==> src/rtl/pci_target_ctrl.sv <==
// PCI target-side transaction controller.
// Latches the address phase, claims memory read/write cycles that the
// downstream decoder hits, drives DEVSEL#/TRDY#/STOP# and the AD read path,
// and owns the small target memory behind the claimed address window.
module pci_target_ctrl #(
  parameter logic [31:0] BASE_ADDR = 32'd21,
  parameter int          NUM_WORDS = 4
) (
  input  logic        clk,
  input  logic        rst_n,
  input  logic        frame_n,
  input  logic        irdy_n,
  input  logic [3:0]  cbe_n,
  input  logic [31:0] ad_in,
  input  logic        hit,
  output logic [31:0] addr_q,
  output logic [31:0] ad_out,
  output logic        ad_oe,
  output logic        devsel_n,
  output logic        trdy_n,
  output logic        stop_n
);

  localparam int          IW            = (NUM_WORDS > 1) ? $clog2(NUM_WORDS) : 1;
  localparam logic [31:0] LAST_ADDR     = BASE_ADDR + 32'(NUM_WORDS) - 32'd1;
  localparam logic [3:0]  CMD_MEM_READ  = 4'b0110;
  localparam logic [3:0]  CMD_MEM_WRITE = 4'b0111;

  typedef enum logic [2:0] {
    IDLE,
    DECODE,
    TURN,
    DATA,
    DISC,
    WAIT_IDLE
  } state_t;

  state_t      state, state_nxt;
  logic [3:0]  cmd, cmd_nxt;
  logic [31:0] addr_nxt;
  logic [31:0] ad_out_nxt;
  logic        ad_oe_nxt;
  logic        devsel_nxt;
  logic        trdy_nxt;
  logic        stop_nxt;
  logic [31:0] mem     [NUM_WORDS];
  logic [31:0] mem_nxt [NUM_WORDS];

  logic          xfer;
  logic [31:0]   addr_inc;
  logic          cur_in_range;
  logic          inc_in_range;
  logic [IW-1:0] cur_idx;
  logic [IW-1:0] inc_idx;

  // A data phase completes only when both initiator and target are ready.
  assign xfer         = !irdy_n && !trdy_n;
  assign addr_inc     = addr_q + 32'd1;
  assign cur_in_range = (addr_q >= BASE_ADDR) && (addr_q <= LAST_ADDR);
  assign inc_in_range = (addr_inc >= BASE_ADDR) && (addr_inc <= LAST_ADDR);
  assign cur_idx      = IW'(addr_q - BASE_ADDR);
  assign inc_idx      = IW'(addr_inc - BASE_ADDR);

  // State, bus outputs and memory all update together on the clock edge.
  always_ff @(posedge clk or negedge rst_n) begin
    if (!rst_n) begin
      state    <= IDLE;
      cmd      <= 4'd0;
      addr_q   <= 32'd0;
      ad_out   <= 32'd0;
      ad_oe    <= 1'b0;
      devsel_n <= 1'b1;
      trdy_n   <= 1'b1;
      stop_n   <= 1'b1;
      for (int i = 0; i < NUM_WORDS; i++) begin
        mem[i] <= 32'd0;
      end
    end else begin
      state    <= state_nxt;
      cmd      <= cmd_nxt;
      addr_q   <= addr_nxt;
      ad_out   <= ad_out_nxt;
      ad_oe    <= ad_oe_nxt;
      devsel_n <= devsel_nxt;
      trdy_n   <= trdy_nxt;
      stop_n   <= stop_nxt;
      for (int i = 0; i < NUM_WORDS; i++) begin
        mem[i] <= mem_nxt[i];
      end
    end
  end

  // Transaction sequencing: every register holds unless the current state moves it.
  always_comb begin
    state_nxt  = state;
    cmd_nxt    = cmd;
    addr_nxt   = addr_q;
    ad_out_nxt = ad_out;
    ad_oe_nxt  = ad_oe;
    devsel_nxt = devsel_n;
    trdy_nxt   = trdy_n;
    stop_nxt   = stop_n;
    for (int i = 0; i < NUM_WORDS; i++) begin
      mem_nxt[i] = mem[i];
    end

    case (state)
      IDLE: begin
        if (!frame_n) begin
          addr_nxt  = ad_in;
          cmd_nxt   = cbe_n;
          state_nxt = DECODE;
        end
      end

      DECODE: begin
        if (hit && (cmd == CMD_MEM_WRITE)) begin
          devsel_nxt = 1'b0;
          trdy_nxt   = 1'b0;
          state_nxt  = DATA;
        end else if (hit && (cmd == CMD_MEM_READ)) begin
          devsel_nxt = 1'b0;
          state_nxt  = TURN;
        end else begin
          state_nxt = WAIT_IDLE;
        end
      end

      TURN: begin
        ad_oe_nxt  = 1'b1;
        ad_out_nxt = cur_in_range ? mem[cur_idx] : 32'd0;
        trdy_nxt   = 1'b0;
        state_nxt  = DATA;
      end

      DATA: begin
        if (xfer) begin
          // The address advances on every completed phase so bursts walk the window.
          addr_nxt = addr_inc;
          if ((cmd == CMD_MEM_WRITE) && cur_in_range) begin
            for (int b = 0; b < 4; b++) begin
              if (!cbe_n[b]) begin
                mem_nxt[cur_idx][8*b +: 8] = ad_in[8*b +: 8];
              end
            end
          end
          if ((cmd == CMD_MEM_READ) && inc_in_range) begin
            ad_out_nxt = mem[inc_idx];
          end
          if (frame_n) begin
            devsel_nxt = 1'b1;
            trdy_nxt   = 1'b1;
            ad_oe_nxt  = 1'b0;
            state_nxt  = IDLE;
          end else if (addr_q == LAST_ADDR) begin
            // The next phase would fall outside the window, so disconnect.
            trdy_nxt  = 1'b1;
            stop_nxt  = 1'b0;
            ad_oe_nxt = 1'b0;
            state_nxt = DISC;
          end
        end
      end

      DISC: begin
        if (frame_n) begin
          devsel_nxt = 1'b1;
          stop_nxt   = 1'b1;
          trdy_nxt   = 1'b1;
          state_nxt  = WAIT_IDLE;
        end
      end

      WAIT_IDLE: begin
        if (frame_n && irdy_n) begin
          state_nxt = IDLE;
        end
      end

      default: begin
        state_nxt = IDLE;
      end
    endcase
  end

endmodule

==> config.mk <==
export PLATFORM = sky130hd
export DESIGN_NAME = pci_target_ctrl
export DESIGN_NICKNAME = d
export VERILOG_FILES = /design/src/rtl/pci_target_ctrl.sv
export SDC_FILE = /design/constraint.sdc
export NUM_CORES = 1
export LEC_CHECK = 0
export CORE_MARGIN = 4
export CORE_UTILIZATION = 31
export CTS_CLUSTER_SIZE = 8
export DETAILED_ROUTE_END_ITERATION = 8
export GPL_TIMING_DRIVEN = 0
export PLACE_DENSITY_LB_ADDON = 0.12
export SYNTH_ARGS = -nofsm -noshare
export SYNTH_HDL_FRONTEND = slang
export SYNTH_SLANG_ARGS = --single-unit
==> constraint.sdc <==
create_clock -name clk -period 3.45 [get_ports clk]
set_input_delay 0.69 -clock clk [delete_from_list [all_inputs] [get_ports clk]]
set_output_delay 0.69 -clock clk [all_outputs]
set_load 0.02 [all_outputs]
Yosys cells after proc, flatten, opt, wreduce, memory -nomap -nowiden
Cells that the tools add are included.

Add/sub/neg operators: 3. Magnitude comparators: 7. Eq/ne operators: 18. Muxes and demuxes: 65. Bitwise logic cells: 3. Reductions and logical operators: 26.

Operators by type and width (count): two-way mux 128 bit (13); bitwise mux 128 bit (4); two-way mux 32 bit (10); demux 32 bit (select 2 bit) (4); binary-select mux 32 bit (select 2 bit) (2); case mux 32 bit (2 select lines) (2); greater-or-equal comparator 32 x 5 -> 1 bit, second input constant (2); less-or-equal comparator 32 x 5 -> 1 bit, second input constant (2); adder 32 x 1 -> 32 bit, second input constant (1); equality test 32 x 5 -> 1 bit, second input constant (1); two-way mux 24 bit (1); two-way mux 3 bit (8); case mux 3 bit (6 select lines) (1); two-way mux 16 bit (1); inequality test 2 bit, second input constant (8); AND reduction 3 bit (5); AND reduction 5 bit (3); two-way mux 1 bit (14); logical AND 1 bit (9); equality test 4 x 3 -> 1 bit, second input constant (2); two-way mux 8 bit (1); equality test 3 x 2 -> 1 bit, second input constant (2); equality test 3 bit, second input constant (2); greater-or-equal comparator 3 bit, second input constant (2); 15 further kinds (22).

Flip-flop bits (word level): 203. Input port bits: 41. Output and inout bits: 68. Logic and storage cells: 134.

Depth between registers and ports, before layout
Gate-level depths: netlist of run 1.

Word-level depth: 23. Mapped depth: 13. Depth with buffers taken out: 10.

Least setup slack after synthesis of run 1
No wires, ideal clock.

Path kind: reg2reg. Start: register addr_q[0]. End: register ad_out[22]. Setup time: 126 ps. Data arrival time: 3053 ps. Required time: 3324 ps. Setup slack: 271 ps. Cell stages (with the launch flop): 12. Buffers on the path: 5. Clock period less this slack: 3179 ps. Cells stage by stage: dfrtp_1 > clkbuf_1 > inv_1 > clkbuf_1 > ha_1 > clkbuf_1 > clkbuf_1 > clkbuf_1 > mux2i_1 > o221ai_1 > o21ai_0 > mux2i_1.

Cells in the longest elaborated chain, start to end: 9. Elaborated cells between the ends (all ways): 24. Those cells by class: add/sub (3); order compare (4); eq/ne (1); mux (10); bitwise (2); reduce/logical (4).

RTL lines: start, declared (line 16) `output logic [31:0] addr_q,`; start signal, assigned (line 81) `addr_q <= addr_nxt;`; parallel branches: the longest is 9 deep, another holds adder 32 x 1 -> 32 bit; end signal, assigned (line 82) `ad_out <= ad_out_nxt;`; end, declared (line 17) `output logic [31:0] ad_out,`.

Parallel ways; which one is timed is not known. The select of a mux whose other input is x is not followed. A chain may end at the register's enable or synchronous reset.

Worst setup path in the final report of run 1
Start: register addr_q[1]. End: register ad_out[21].

Same word-level chain as after synthesis.

==> impl_metrics.env, run 1 <==
export IMPL_synth_top_area_share_pct=44.7
export IMPL_path_cells="ha_4, nand2_1, nor3_2, clkbuf_4, nand3_1, xor2_1, nand4_1, nor4_4, a41oi_4, buf_12, buf_6, mux2i_1"
export IMPL_worstSetupPathType="register to register"
export IMPL_gp_congestion=0.879
export IMPL_drt_total_wl_um=37400
export IMPL_fin_crit_sh_pct=95.6
export IMPL_ir_drop_uv=376
export IMPL_grt_start_max_net_pins=114
export IMPL_vias=9010
export IMPL_finalSetupViolations=0
export IMPL_fillers=3529
export IMPL_finalNetCount=1263
export IMPL_synth_ff_type="dfrtp_1"
export IMPL_ioPinCount=109
export IMPL_area_growth_pct=23.4
export IMPL_p_leak_nw=6.29
export IMPL_cts_tree="done"
export IMPL_grt_pass1_wl_um=57700
export IMPL_port_buffers=107
export IMPL_synth_edff_count=0
export IMPL_grt_setup_unrepaired="no"
export IMPL_max_freq_mhz=303
export IMPL_clockRootBuffer="clkbuf_16"
export IMPL_clock_latency_ns=0.55
export IMPL_synth_area_um2=11200
export IMPL_cts_buffers=29
export IMPL_fp_row_count=69
export IMPL_synth_avg_cell_area_um2=10.3
export IMPL_worst_pin_slew_ns=0.982
export IMPL_period_needed_ns=3.30
export IMPL_synthTopCellsByCount="200 x dfrtp_1, 132 x mux2_2, 129 x mux2i_1"
export IMPL_start_kind="register"
export IMPL_met1_length_um=17600
export IMPL_drc=0
export IMPL_die_h_um=198
export IMPL_h_tree_depth=1
export IMPL_ys_types=53
export IMPL_synth_yosys_seq_area_share_pct=45.4
export IMPL_yosysMostFrequentCell="dfrtp_1"
export IMPL_final_core_util_pct=38.8
export IMPL_skew_ns=0.0178
export IMPL_cp_startpoint="addr_q[1]"
export IMPL_die_area_um2=39200
export IMPL_dieWidth_um=198
export IMPL_dpl_worst_slack_ns=-1.37
export IMPL_antenna_found_initial=1
export IMPL_diodes=0
export IMPL_top_layer="met4"
export IMPL_synthArstFlopShare_pct=100
export IMPL_grt_pass1_vias=9027
export IMPL_rrSetupSlack_ns=0.15
export IMPL_crit_reg2reg_launch="addr_q[1]"
export IMPL_cts_max_path_buffers=3
export IMPL_dr_pass1_iters=5
export IMPL_post_synth_top_area_cell="dfrtp_1"
export IMPL_avgViaCountPerCell=5.33
export IMPL_placed_cells=1656
export IMPL_synthesis_nets=1134
export IMPL_ys_ff_latch=203
export IMPL_clock_sinks=203
export IMPL_max_stage_delay_ns=0.53
export IMPL_cts_hold_buf=0
export IMPL_hold_path_class="input port to asynchronous set/reset pin"
export IMPL_crit_arrival_ns=3.70
export IMPL_start_util_pct=31.5
export IMPL_slowest_stage="dfrtp_2"
export IMPL_outcome="completed"
export IMPL_critPathMaxFanout=10
export IMPL_drive_above_1_share_pct=18.6
export IMPL_grt_remaining_overflow=0
export IMPL_hold_viol=0
export IMPL_track_usage_pct=18.9
export IMPL_synth_warnings=0
export IMPL_worstPathRequired_ns=3.85
export IMPL_drv_cap=0
export IMPL_place_hpwl_um=26300
export IMPL_p_per_area_nw_per_um2=729
export IMPL_drt_iter0_drc=466
export IMPL_wl_per_cell_um=22.1
export IMPL_slew_headroom_pct=34.0
export IMPL_finalNonFillerCells=1690
export IMPL_maxSlewViolCount=0
export IMPL_wl_met2_um=17000
export IMPL_r2r_cells=12
export IMPL_ant_nets=0
export IMPL_layout_setup_ws_ns=0.151
export IMPL_endpoint_kind="register"
export IMPL_clkTransAtPathRegs_ns=0.05
export IMPL_synth_cells=1087
export IMPL_core_um2=35600
export IMPL_wl_met3_um=1880
export IMPL_ys_top_cells_by_area="dfrtp_1 45%, mux2_2 13%, mux2i_1 12%, o21ai_0 4.8%, o221ai_1 2.7%"
cell families (layout without fill, tap and decap cells):
group / after synthesis / after routing / share of synthesized area (%)
compound gates: 232 / 232 / 12.4
xor+xnor: 11 / 11 / 0.861
simple gates: 245 / 245 / 11.1
fa+ha+maj: 6 / 6 / 0.671
buf+inv: 128 / 270 / 4.61
flops: 203 / 203 / 45.4
mux: 262 / 262 / 24.9
flip-flops by register name (all words and copies together), names as in the netlist:
register	count
ad_oe	1
ad_out	32
addr_q	32
cmd	4
devsel_n	1
mem	128
state	3
stop_n	1
trdy_n	1
cell type report:
| class | count | area [um^2] | area share (%) |
|---|---|---|---|
| buffer | 69 | 343 | 2.48 |
| sequential | 203 | 5090 | 36.8 |
| clock inverter | 1 | 8.76 | 0.0634 |
| inverter | 41 | 154 | 1.11 |
| multi-input combinational | 756 | 5650 | 40.9 |
| clock buffer | 43 | 778 | 5.64 |
| timing repair buffer | 116 | 1210 | 8.74 |
| tap | 461 | 577 | 4.18 |
worst max-delay path: cells and delay by family (launching register included):
kind	cells	cell delay, ns
adders and majority gates	1	0.23
muxes	1	0.13
DFF	1	0.53
buffers and inverters	3	0.65
AOI/OAI and AO/OA	1	0.16
and+or+nand+nor	5	1.21
xor gates and xnor gates	1	0.23
report_power, final:
part | switching [W] | internal [W] | total [W]
combinational | 0.00255 | 0.00176 | 0.00431
sequential | 0.000454 | 0.00275 | 0.00320
clock | 0.00104 | 0.00152 | 0.00256
total | 0.00404 | 0.00603 | 0.0101
final timing paths:
check                                  end
worst min-delay path            addr_q[16]
max in group asynchronous       ad_out[14]
worst max-delay path            ad_out[21]
worst max register to register  ad_out[21]
min in group clk                    cmd[3]
worst min register to register      cmd[3]
through the flow:
stage | hold slack [ns] | cell area (um^2) | power, W | TNS [ns]
floorplan | 0.394 | 11200 | 0.00572 | 0
global placement | 0.485 | 12800 | 0.00749 | -1672.35
detailed placement | 0.490 | 12900 | 0.00751 | -129.63
CTS | 0.214 | 13700 | 0.0102 | 0
global route | 0.243 | 13800 | 0.0106 | 0
finish | 0.184 | 13800 | 0.0101 | 0
routing by layer:
layer  up-vias  GRT usage [%]
li1       4180              -
met2       231           30.0
met1      4549           27.4
met3        50           2.81
met4         0           4.44
met5         -              0
cells in the final DEF, fill, tap and decap left out, types with 6 or more instances in the layout:
master           instances
inv_1                   40
a21oi_1                 54
a22oi_1                  7
nor3_1                  11
clkbuf_16               30
and3_1                   9
and2_1                   8
mux2_2                 132
buf_2                    7
buf_4                    6
clkbuf_4                 6
and2_2                  12
nor4_1                   8
o21ai_0                106
nor2_1                  73
clkdlybuf4s50_1        106
xnor2_1                  6
nand3_1                 20
clkbuf_1                55
dfrtp_1                198
nand2_1                 58
o22ai_1                  7
o221ai_1                34
nand4_1                 13
mux2i_1                129
repair_timing:
action | 4_1_cts | 5_1_grt
pin swaps | 1 | 5
buffers inserted | 1 | 6
cloned | 0 | 1
setup endpoints to repair | 163 | 159
resized for setup | 24 | 24
Note: power is estimated with default switching activity, not from simulation.
==> inputs of run 2 (changes only) <==
--- a/config.mk
+++ b/config.mk
@@ -9,7 +9,6 @@
 export CORE_UTILIZATION = 31
 export CTS_CLUSTER_SIZE = 8
 export DETAILED_ROUTE_END_ITERATION = 8
-export GPL_TIMING_DRIVEN = 0
 export PLACE_DENSITY_LB_ADDON = 0.12
 export SYNTH_ARGS = -nofsm -noshare
 export SYNTH_HDL_FRONTEND = slang
==> run 2 against run 1 <==
  * Worst hold slack better by 0.030 ns
  * Cell area rose by 0.21%
  * Total power down 0.58%
  * Final cell count fell by 1.0%
  * Sequential share of layout area shrank 0.095 points
  * Critical path depth unchanged
  * Non-clock buffer count is 17 lower
  * Via count fell by 3.3%
  * First-iteration DRC count down 3.4%
  * Critical endpoint is now ad_out[6]
==> impl_metrics.env, run 2 (synthesis gave the netlist of run 1 again) <==
export IMPL_outcome="completed"
export IMPL_clkTransAtPathRegs_ns=0.05
export IMPL_grt_remaining_overflow=0
export IMPL_grt_setup_unrepaired="no"
export IMPL_post_cts_setup_buffers=0
export IMPL_fp_row_count=69
export IMPL_r2r_cells=12
export IMPL_grt_start_max_net_pins=93
export IMPL_tns_ns=0
export IMPL_worst_pin_slew_ns=0.840
export IMPL_reg_top3="mem: 128 flops, ad_out: 32 flops, addr_q: 32 flops"
export IMPL_fin_crit_sh_pct=87.0
export IMPL_slew_headroom_pct=44.0
export IMPL_cts_hold_buf=0
export IMPL_met1_length_um=16000
export IMPL_hold_path_class="input port to asynchronous set/reset pin"
export IMPL_mostFrequentLayoutCells="200 x dfrtp_1, 132 x mux2_2, 129 x mux2i_1, 107 x o21ai_0, 107 x clkdlybuf4s50_1"
export IMPL_h_tree_depth=1
export IMPL_period_needed_ns=3.00
export IMPL_max_freq_mhz=333
export IMPL_grt_pass1_wl_um=54200
export IMPL_drive_above_1_share_pct=19.7
export IMPL_layout_setup_ws_ns=0.448
export IMPL_endpoint_kind="register"
export IMPL_top_layer="met4"
export IMPL_clock_latency_ns=0.53
export IMPL_final_common_cell="dfrtp_1"
export IMPL_avgViaCountPerCell=5.21
export IMPL_drt_total_wl_um=34200
export IMPL_dieWidth_um=198
export IMPL_ant_nets=0
export IMPL_dpl_worst_slack_ns=0.131
export IMPL_finalInstanceArea_um2=13800
export IMPL_maxSlewViolCount=0
export IMPL_finalNetCount=1246
export IMPL_track_usage_pct=17.5
export IMPL_port_buffers=108
export IMPL_worstPathRequired_ns=3.85
export IMPL_area_growth_pct=23.6
export IMPL_finalSetupViolations=0
export IMPL_fillers=3556
export IMPL_wl_met2_um=16100
export IMPL_cp_startpoint="addr_q[0]"
export IMPL_wl_met3_um=1220
export IMPL_timing_hold_ws_ns=0.215
export IMPL_r2r_end="ad_out[6]"
export IMPL_largest_register_ffs=128
export IMPL_cts_repair_resized=0
export IMPL_antenna_found_initial=0
export IMPL_clock_sinks=203
export IMPL_critPathMaxFanout=23
export IMPL_p_leak_nw=6.37
export IMPL_skew_ns=0.0108
export IMPL_vias=8711
export IMPL_drt_iter0_drc=450
export IMPL_grt_pass1_vias=8851
export IMPL_hold_viol=0
export IMPL_p_per_area_nw_per_um2=724
export IMPL_start_kind="register"
export IMPL_worstSetupPathType="register to register"
export IMPL_die_h_um=198
export IMPL_cts_buffers=29
export IMPL_core_um2=35600
export IMPL_placed_cell_area_um2=13000
export IMPL_endpoint="ad_out[6]"
export IMPL_crit_arrival_ns=3.40
export IMPL_wl_per_cell_um=20.5
export IMPL_gp_congestion=0.803
export IMPL_dr_pass1_iters=5
export IMPL_clockRootBuffer="clkbuf_16"
export IMPL_die_area_um2=39200
export IMPL_power_total_w=0.0100
export IMPL_crit_reg2reg_launch="addr_q[0]"
export IMPL_ir_drop_uv=424
export IMPL_rrSetupSlack_ns=0.45
export IMPL_cts_tree="done"
export IMPL_cts_max_path_buffers=3
export IMPL_diodes=0
export IMPL_drv_cap=0
export IMPL_top_register="mem"
export IMPL_place_hpwl_um=23500
export IMPL_drc=0
export IMPL_ioPinCount=109
export IMPL_start_util_pct=31.5
-- run 2: cell types whose count changed in the layout (fill, tap and decap cells not counted), moves of 3 or more --
cell | before | now
buf_1 | 5 | 0
clkbuf_2 | 5 | 0
and2_1 | 8 | 20
and2_2 | 12 | 0
clkbuf_4 | 6 | 0
clkbuf_1 | 55 | 14
buf_4 | 6 | 54
buf_12 | 3 | 6
buf_2 | 7 | 0
-- run 2: final cells by class --
type / instances / area, um^2 / area share (%)
multi-input combinational: 756 / 5620 / 40.6
sequential: 203 / 5080 / 36.7
timing repair buffer: 168 / 1610 / 11.6
clock buffer: 44 / 792 / 5.72
tap: 461 / 577 / 4.17
inverter: 41 / 154 / 1.11
-- run 2: critical path, stage by stage (launching register included) --
cell and delay, ns:
dfrtp_1 0.46, inv_1 0.20, ha_1 0.19, buf_4 0.15
a21oi_1 0.06, o21ai_0 0.15, a21oi_1 0.06, nor4_1 0.47
nand4_1 0.22, nor4_4 0.23, a41oi_4 0.17, buf_4 0.30
mux2i_1 0.17
-- run 2: metrics by stage --
step / utilization, % / cells
after global placement: 36.7 / 1629
after floorplan: - / 1087
after global routing: 38.9 / 1673
after CTS: 38.9 / 1673
final: 38.9 / 1673
after detailed placement: 36.7 / 1629
-- run 2: worst min-delay path by stage --
stage                       to  startpoint  cells past startpoint
floorplan                ad_oe       rst_n                      0
global placement        cmd[1]      cmd[1]                      1
detailed placement      cmd[1]      cmd[1]                      1
CTS                 addr_q[11]       rst_n                      1
global route          state[2]       rst_n                      1
finish                state[2]       rst_n                      1
-- run 2: per-layer routing --
layer  vias up  track usage (%)
met3        46             2.55
met5         -                0
li1       4132                -
met4         0             4.08
met1      4381             24.6
met2       152             28.7
-- run 2: report_power, final --
part / internal, W / switching, W
combinational: 0.00186 / 0.00240
sequential: 0.00275 / 0.000448
clock: 0.00154 / 0.00101
==> variant 1, RTL diff (config.mk and constraints of run 1) <==
The parameter `NUM_WORDS` goes from 4 to 2.
--- a/src/rtl/pci_target_ctrl.sv
+++ b/src/rtl/pci_target_ctrl.sv
@@ -4,7 +4,7 @@
 // and owns the small target memory behind the claimed address window.
 module pci_target_ctrl #(
   parameter logic [31:0] BASE_ADDR = 32'd21,
-  parameter int          NUM_WORDS = 4
+  parameter int          NUM_WORDS = 2
 ) (
   input  logic        clk,
   input  logic        rst_n,
Check against the original RTL: not equivalent (Yosys sat finds a counterexample within 4 cycles, from zero or initial values and one cycle with rst_n low).
==> variant 1 against run 1 <==
Total power is 18% lower; largest cell class unchanged; combinational power is 14% lower; sequential share of layout area is 2.6 points lower; synthesized area is 31% lower; sequential cell count is 64 lower; setup slack better by 2.9 ps; wire length is 27% lower; final area is 26% lower; critical endpoint is now mem[39]$_DFFE_PN0P_; clock skew is 5.1 ps lower.
==> variant 1: results (changes against run 1) <==
{| class="wikitable"
! Metric !! Value
|-
| Result of the run || finished, final reports clean
|-
| H-tree levels || 4 (+3)
|-
| Via count || 6,999 (-22%)
|-
| Peak VDD IR || 379 µV (+0.78%)
|-
| Number of nets at the end of the flow || 960 (-24%)
|-
| Clock latency at the later pin of the worst-skew pair || 430 ps (-120 ps)
|-
| Ranking of synthesized cells by area || sky130_fd_sc_hd__dfrtp_1 44%, sky130_fd_sc_hd__mux2_2 14%, sky130_fd_sc_hd__a221oi_1 7.3%
|-
| Registers with the most flip-flops || mem (64), ad_out (32), addr_q (32)
|-
| Top cells by count, synth || 136 x sky130_fd_sc_hd__dfrtp_1, 94 x sky130_fd_sc_hd__mux2_2, 82 x sky130_fd_sc_hd__nor2_1, 64 x sky130_fd_sc_hd__a221oi_1, 53 x sky130_fd_sc_hd__a21oi_1
|-
| Share of the synthesized area in compound gates (AO/OA/AOI/OAI) || 17.3% (+5.0 points)
|-
| Bufs on Longest Clock Path || 2 (-1)
|-
| Final estimated routing congestion in global placement || 0.897 (+2.2%)
|-
| Gr usage total || 20.3% (+1.4 points)
|-
| Static leakage || 4.24 nW (-33%)
|-
| Largest incremental delay on the critical path || 470 ps (-60 ps)
|-
| Clock Skews || 12.7 ps (-5.09 ps)
|-
| Crit Path Max Fanout || 9 (-1)
|-
| Number of CTS-inserted buffers || 17 (-41%)
|-
| Half-perimeter wire length of the detailed placement result || 19,400 µm (-26%)
|-
| Multiplexer fraction of the synthesized cell area || 15.3% (-9.6 points)
|-
| Reg clk slew, reported paths || 70 ps (+20 ps)
|-
| Starting DRC count in detailed routing || 608 (+30%)
|-
| Wire length of the first global-routing pass || 42,000 µm (-27%)
|-
| Total wire length after detailed routing || 27,100 µm (-27%)
|-
| FILL cells || 2,425 (-31%)
|-
| Vias in the first global route || 6,890 (-24%)
|-
| Number of instances in the synthesized netlist || 774 (-29%)
|-
| Syn Nets || 821 (-28%)
|-
| Initial antenna violation count || 0 (-1)
|-
| Worst path slowest cell || sky130_fd_sc_hd__nor4_1
|-
| Share of the yosys chip area belonging to registers || 45.3% (-0.14 points)
|-
| Yosys cell types || 61 (+15%)
|-
| Share of layout cells above drive strength 1 || 21.8% (+3.2 points)
|-
| Area share of xor/xnor cells in the synthesized design || 1.03% (+0.16 points)
|-
| Largest net degree at the start of global routing || 78 (-32%)
|}
## variant 1: worst register-to-register path, delay by kind of cell (launching register included)
kind                   cells  cell delay, ps
AOI/OAI and AO/OA          1             370
and+or+nand+nor            5            1590
muxes                      1             380
DFF                        1             400
buffers and inverters      2             450
## variant 1: metal layers
metal  share of wire (%)  up-vias  routed length, µm  global-route usage (%)
li1                    -     3198                  -                       -
met1                  46     3509              12400                    29.4
met2                  46      258              12500                    31.2
met3                 5.9       34               1610                    3.52
met4                 2.1        0                557                    6.11
met5                   0        -                  0                       0
## variant 1: cells by family (layout without fill, tap and decap cells)
kind of cell | count (synthesis) | in the layout
flops | 139 | 139
xor+xnor | 9 | 9
compound gates | 194 | 194
mux | 105 | 105
buf+inv | 76 | 227
fa+ha+maj | 6 | 6
simple gates | 245 | 245
## variant 1: timing repair
action / in CTS / in global routing
setup endpoints to repair: 97 / 108
setup buffers: 6 / 8
gates resized for setup: 27 / 18
pin swaps: 6 / 10
## variant 1: worst paths after layout
path	depth (start not counted)	slack (ps)	from	endpoint
worst max-delay path	9	150	addr_q[3]$_DFFE_PN0P_	mem[39]$_DFFE_PN0P_
worst min-delay path	1	260	rst_n	addr_q[28]$_DFFE_PN0P_
worst max register to register	9	150	addr_q[3]$_DFFE_PN0P_	mem[39]$_DFFE_PN0P_
worst min register to register	1	490	ad_out[11]$_DFFE_PN0P_	ad_out[11]$_DFFE_PN0P_
max in group asynchronous	2	2370	rst_n	addr_q[0]$_DFFE_PN0P_
min in group clk	1	490	ad_out[11]$_DFFE_PN0P_	ad_out[11]$_DFFE_PN0P_
## variant 1: stage by stage
step	setup WS (ps)	total power [mW]
2_1_floorplan	313	4.49
3_3_place_gp	-4400	6.03
3_5_place_dp	-874	6.04
4_1_cts	11.5	8.28
5_1_grt	4.20	8.81
6_report	154	8.30
## variant 1: area by class of cell
class / instances / area [µm²] / area share [%]
multi-input combinational: 559 / 4020 / 39.6
sequential: 139 / 3480 / 34.3
clock buffer: 18 / 429 / 4.22
inverter: 10 / 40.0 / 0.394
buffer: 63 / 295 / 2.90
clock inverter: 13 / 239 / 2.35
timing repair buffer: 123 / 1250 / 12.3
tap: 324 / 405 / 3.99
## variant 1: power by group
group / switching [mW] / leakage [nW] / total [mW] / internal [mW]
registers: 0.428 / 1.82 / 2.48 / 2.05
clock network: 0.773 / 0.318 / 2.13 / 1.36
logic: 2.13 / 2.10 / 3.69 / 1.56
==> variant 2, RTL diff (flow settings as in run 1) <==
Without the edit above. The 6 states of `state_t` get a one-hot encoding in 6 bits.
--- a/src/rtl/pci_target_ctrl.sv
+++ b/src/rtl/pci_target_ctrl.sv
@@ -26,13 +26,13 @@
   localparam logic [3:0]  CMD_MEM_READ  = 4'b0110;
   localparam logic [3:0]  CMD_MEM_WRITE = 4'b0111;
 
-  typedef enum logic [2:0] {
-    IDLE,
-    DECODE,
-    TURN,
-    DATA,
-    DISC,
-    WAIT_IDLE
+  typedef enum logic [5:0] {
+    IDLE      = 6'b000001,
+    DECODE    = 6'b000010,
+    TURN      = 6'b000100,
+    DATA      = 6'b001000,
+    DISC      = 6'b010000,
+    WAIT_IDLE = 6'b100000
   } state_t;
 
   state_t      state, state_nxt;
Formal check against the unedited RTL: no difference found for any inputs over 4 cycles, from zero or initial values and one cycle with rst_n low; so few cycles prove little.
==> variant 2 against run 1 <==
Final area rose by 2.5%; total power fell by 6.5%; sequential cell count rose by 3; wire length fell by 3.4%; maximum frequency fell by 3.5%; first-iteration DRC count rose by 23%; setup slack got worse by 120 ps; non-clock buffer count rose by 7; count of clock-buffer cells in the layout fell by 3; critical path depth fell by 1; utilization fell by 0.054 points; synthesized area rose by 2.1%; largest cell class unchanged.
==> variant 2: results (changes against run 1) <==
{| class="wikitable"
! Metric !! Value
|-
| Worst path slowest cell || sky130_fd_sc_hd__or4_1
|-
| Half-perimeter wire length of the detailed placement result || 25,400 µm (-3.5%)
|-
| Result of the run || finished, final reports clean
|-
| Syn Nets || 1,029 (-9.3%)
|-
| Final estimated routing congestion in global placement || 0.851 (-3.2%)
|-
| Static leakage || 6.07 nW (-3.5%)
|-
| Share of layout cells above drive strength 1 || 29.7% (+11 points)
|-
| Total wire length after detailed routing || 36,100 µm (-3.4%)
|-
| Ranking of synthesized cells by area || sky130_fd_sc_hd__dfrtp_1 44%, sky130_fd_sc_hd__mux2_2 13%, sky130_fd_sc_hd__mux4_2 13%
|-
| Met1 Use GR || 26.0% (-1.4 points)
|-
| Gr usage total || 18.0% (-0.90 points)
|-
| Clock Skews || 22.3 ps (+4.49 ps)
|-
| Detailed-route wire length per cell || 22.5 µm (+1.5%)
|-
| Share of the yosys chip area belonging to registers || 45.2% (-0.26 points)
|-
| Via count || 8,590 (-4.7%)
|-
| Starting DRC count in detailed routing || 572 (+23%)
|-
| Cells after DPL || 1,558 (-5.9%)
|-
| Yosys cell types || 50 (-5.7%)
|-
| Wire length of the first global-routing pass || 55,100 µm (-4.4%)
|-
| DP Area || 13,100 µm² (+1.9%)
|-
| Metal3 WL || 2010 µm (+6.7%)
|-
| Peak VDD IR || 403 µV (+7.1%)
|-
| Post-Synthesis Mean Instance Area || 11.6 µm² (+13%)
|-
| Largest net degree at the start of global routing || 106 (-7.0%)
|-
| Top cells by count, synth || 202 x sky130_fd_sc_hd__dfrtp_1, 135 x sky130_fd_sc_hd__mux2_2, 88 x sky130_fd_sc_hd__nand2_1, 73 x sky130_fd_sc_hd__o21ai_0, 64 x sky130_fd_sc_hd__mux4_2
|-
| End point of the critical path || ad_out[8]$_DFFE_PN0P_
|-
| Met2 Use GR || 28.1% (-1.9 points)
|-
| Number of nets at the end of the flow || 1,178 (-6.7%)
|-
| Met3 layer usage reported by global route || 2.97% (+0.16 points)
|-
| Normalized max-slew margin || 25.8% (-8.2 points)
|-
| Largest incremental delay on the critical path || 640 ps (+110 ps)
|-
| Final worst hold slack || 189 ps (+4.57 ps)
|-
| Vias in the first global route || 8,698 (-3.6%)
|}
-- variant 2: area by class of cell --
cell class                 instances  area [µm²]  area share [%]
sequential                       206        5160            36.5
inverter                          39         146            1.03
tap                              468         586            4.14
buffer                            70         370            2.62
multi-input combinational        663        5890            41.6
timing repair buffer             122        1220            8.65
clock buffer                      40         777            5.49
-- variant 2: worst min-delay path by stage --
stage | startpoint | to | cells past startpoint
after floorplan | rst_n | ad_oe$_DFFE_PN0P_ | 0
after global placement | stop_n$_DFFE_PN1P_ | stop_n$_DFFE_PN1P_ | 2
after detailed placement | stop_n$_DFFE_PN1P_ | stop_n$_DFFE_PN1P_ | 2
after CTS | rst_n | ad_out[10]$_DFFE_PN0P_ | 1
after global routing | rst_n | ad_out[10]$_DFFE_PN0P_ | 1
final | rst_n | ad_out[10]$_DFFE_PN0P_ | 1
-- variant 2: report_power, final --
part / switching (mW) / internal, mW
combinational: 2.25 / 1.50
sequential: 0.432 / 2.68
clock: 1.02 / 1.52
-- variant 2: kinds of logic (layout without fill, tap and decap cells) --
logic type | count (synthesis) | after routing | share of synthesized area, %
AO/OA/AOI/OAI | 161 | 161 | 7.72
XOR/XNOR | 14 | 14 | 1.07
adder cells (fa/ha/maj) | 6 | 6 | 0.657
buffers and inverters | 113 | 271 | 4.15
flip-flops | 206 | 206 | 45.2
multiplexers | 230 | 230 | 30.0
AND/OR/NAND/NOR | 252 | 252 | 11.3
-- variant 2: through the flow --
step	worst slack, ps	power (mW)
after CTS	4.02	9.46
final	32.5	9.41
after global placement	-7860	6.73
after floorplan	-43.3	5.23
after global routing	-11.4	9.97
after detailed placement	-1440	6.71
-- variant 2: timing repair --
action                                  CTS  global route
resized for setup                        35            21
buffers inserted                          8             6
pin swaps                                 6             8
endpoints found under the setup margin  182           163
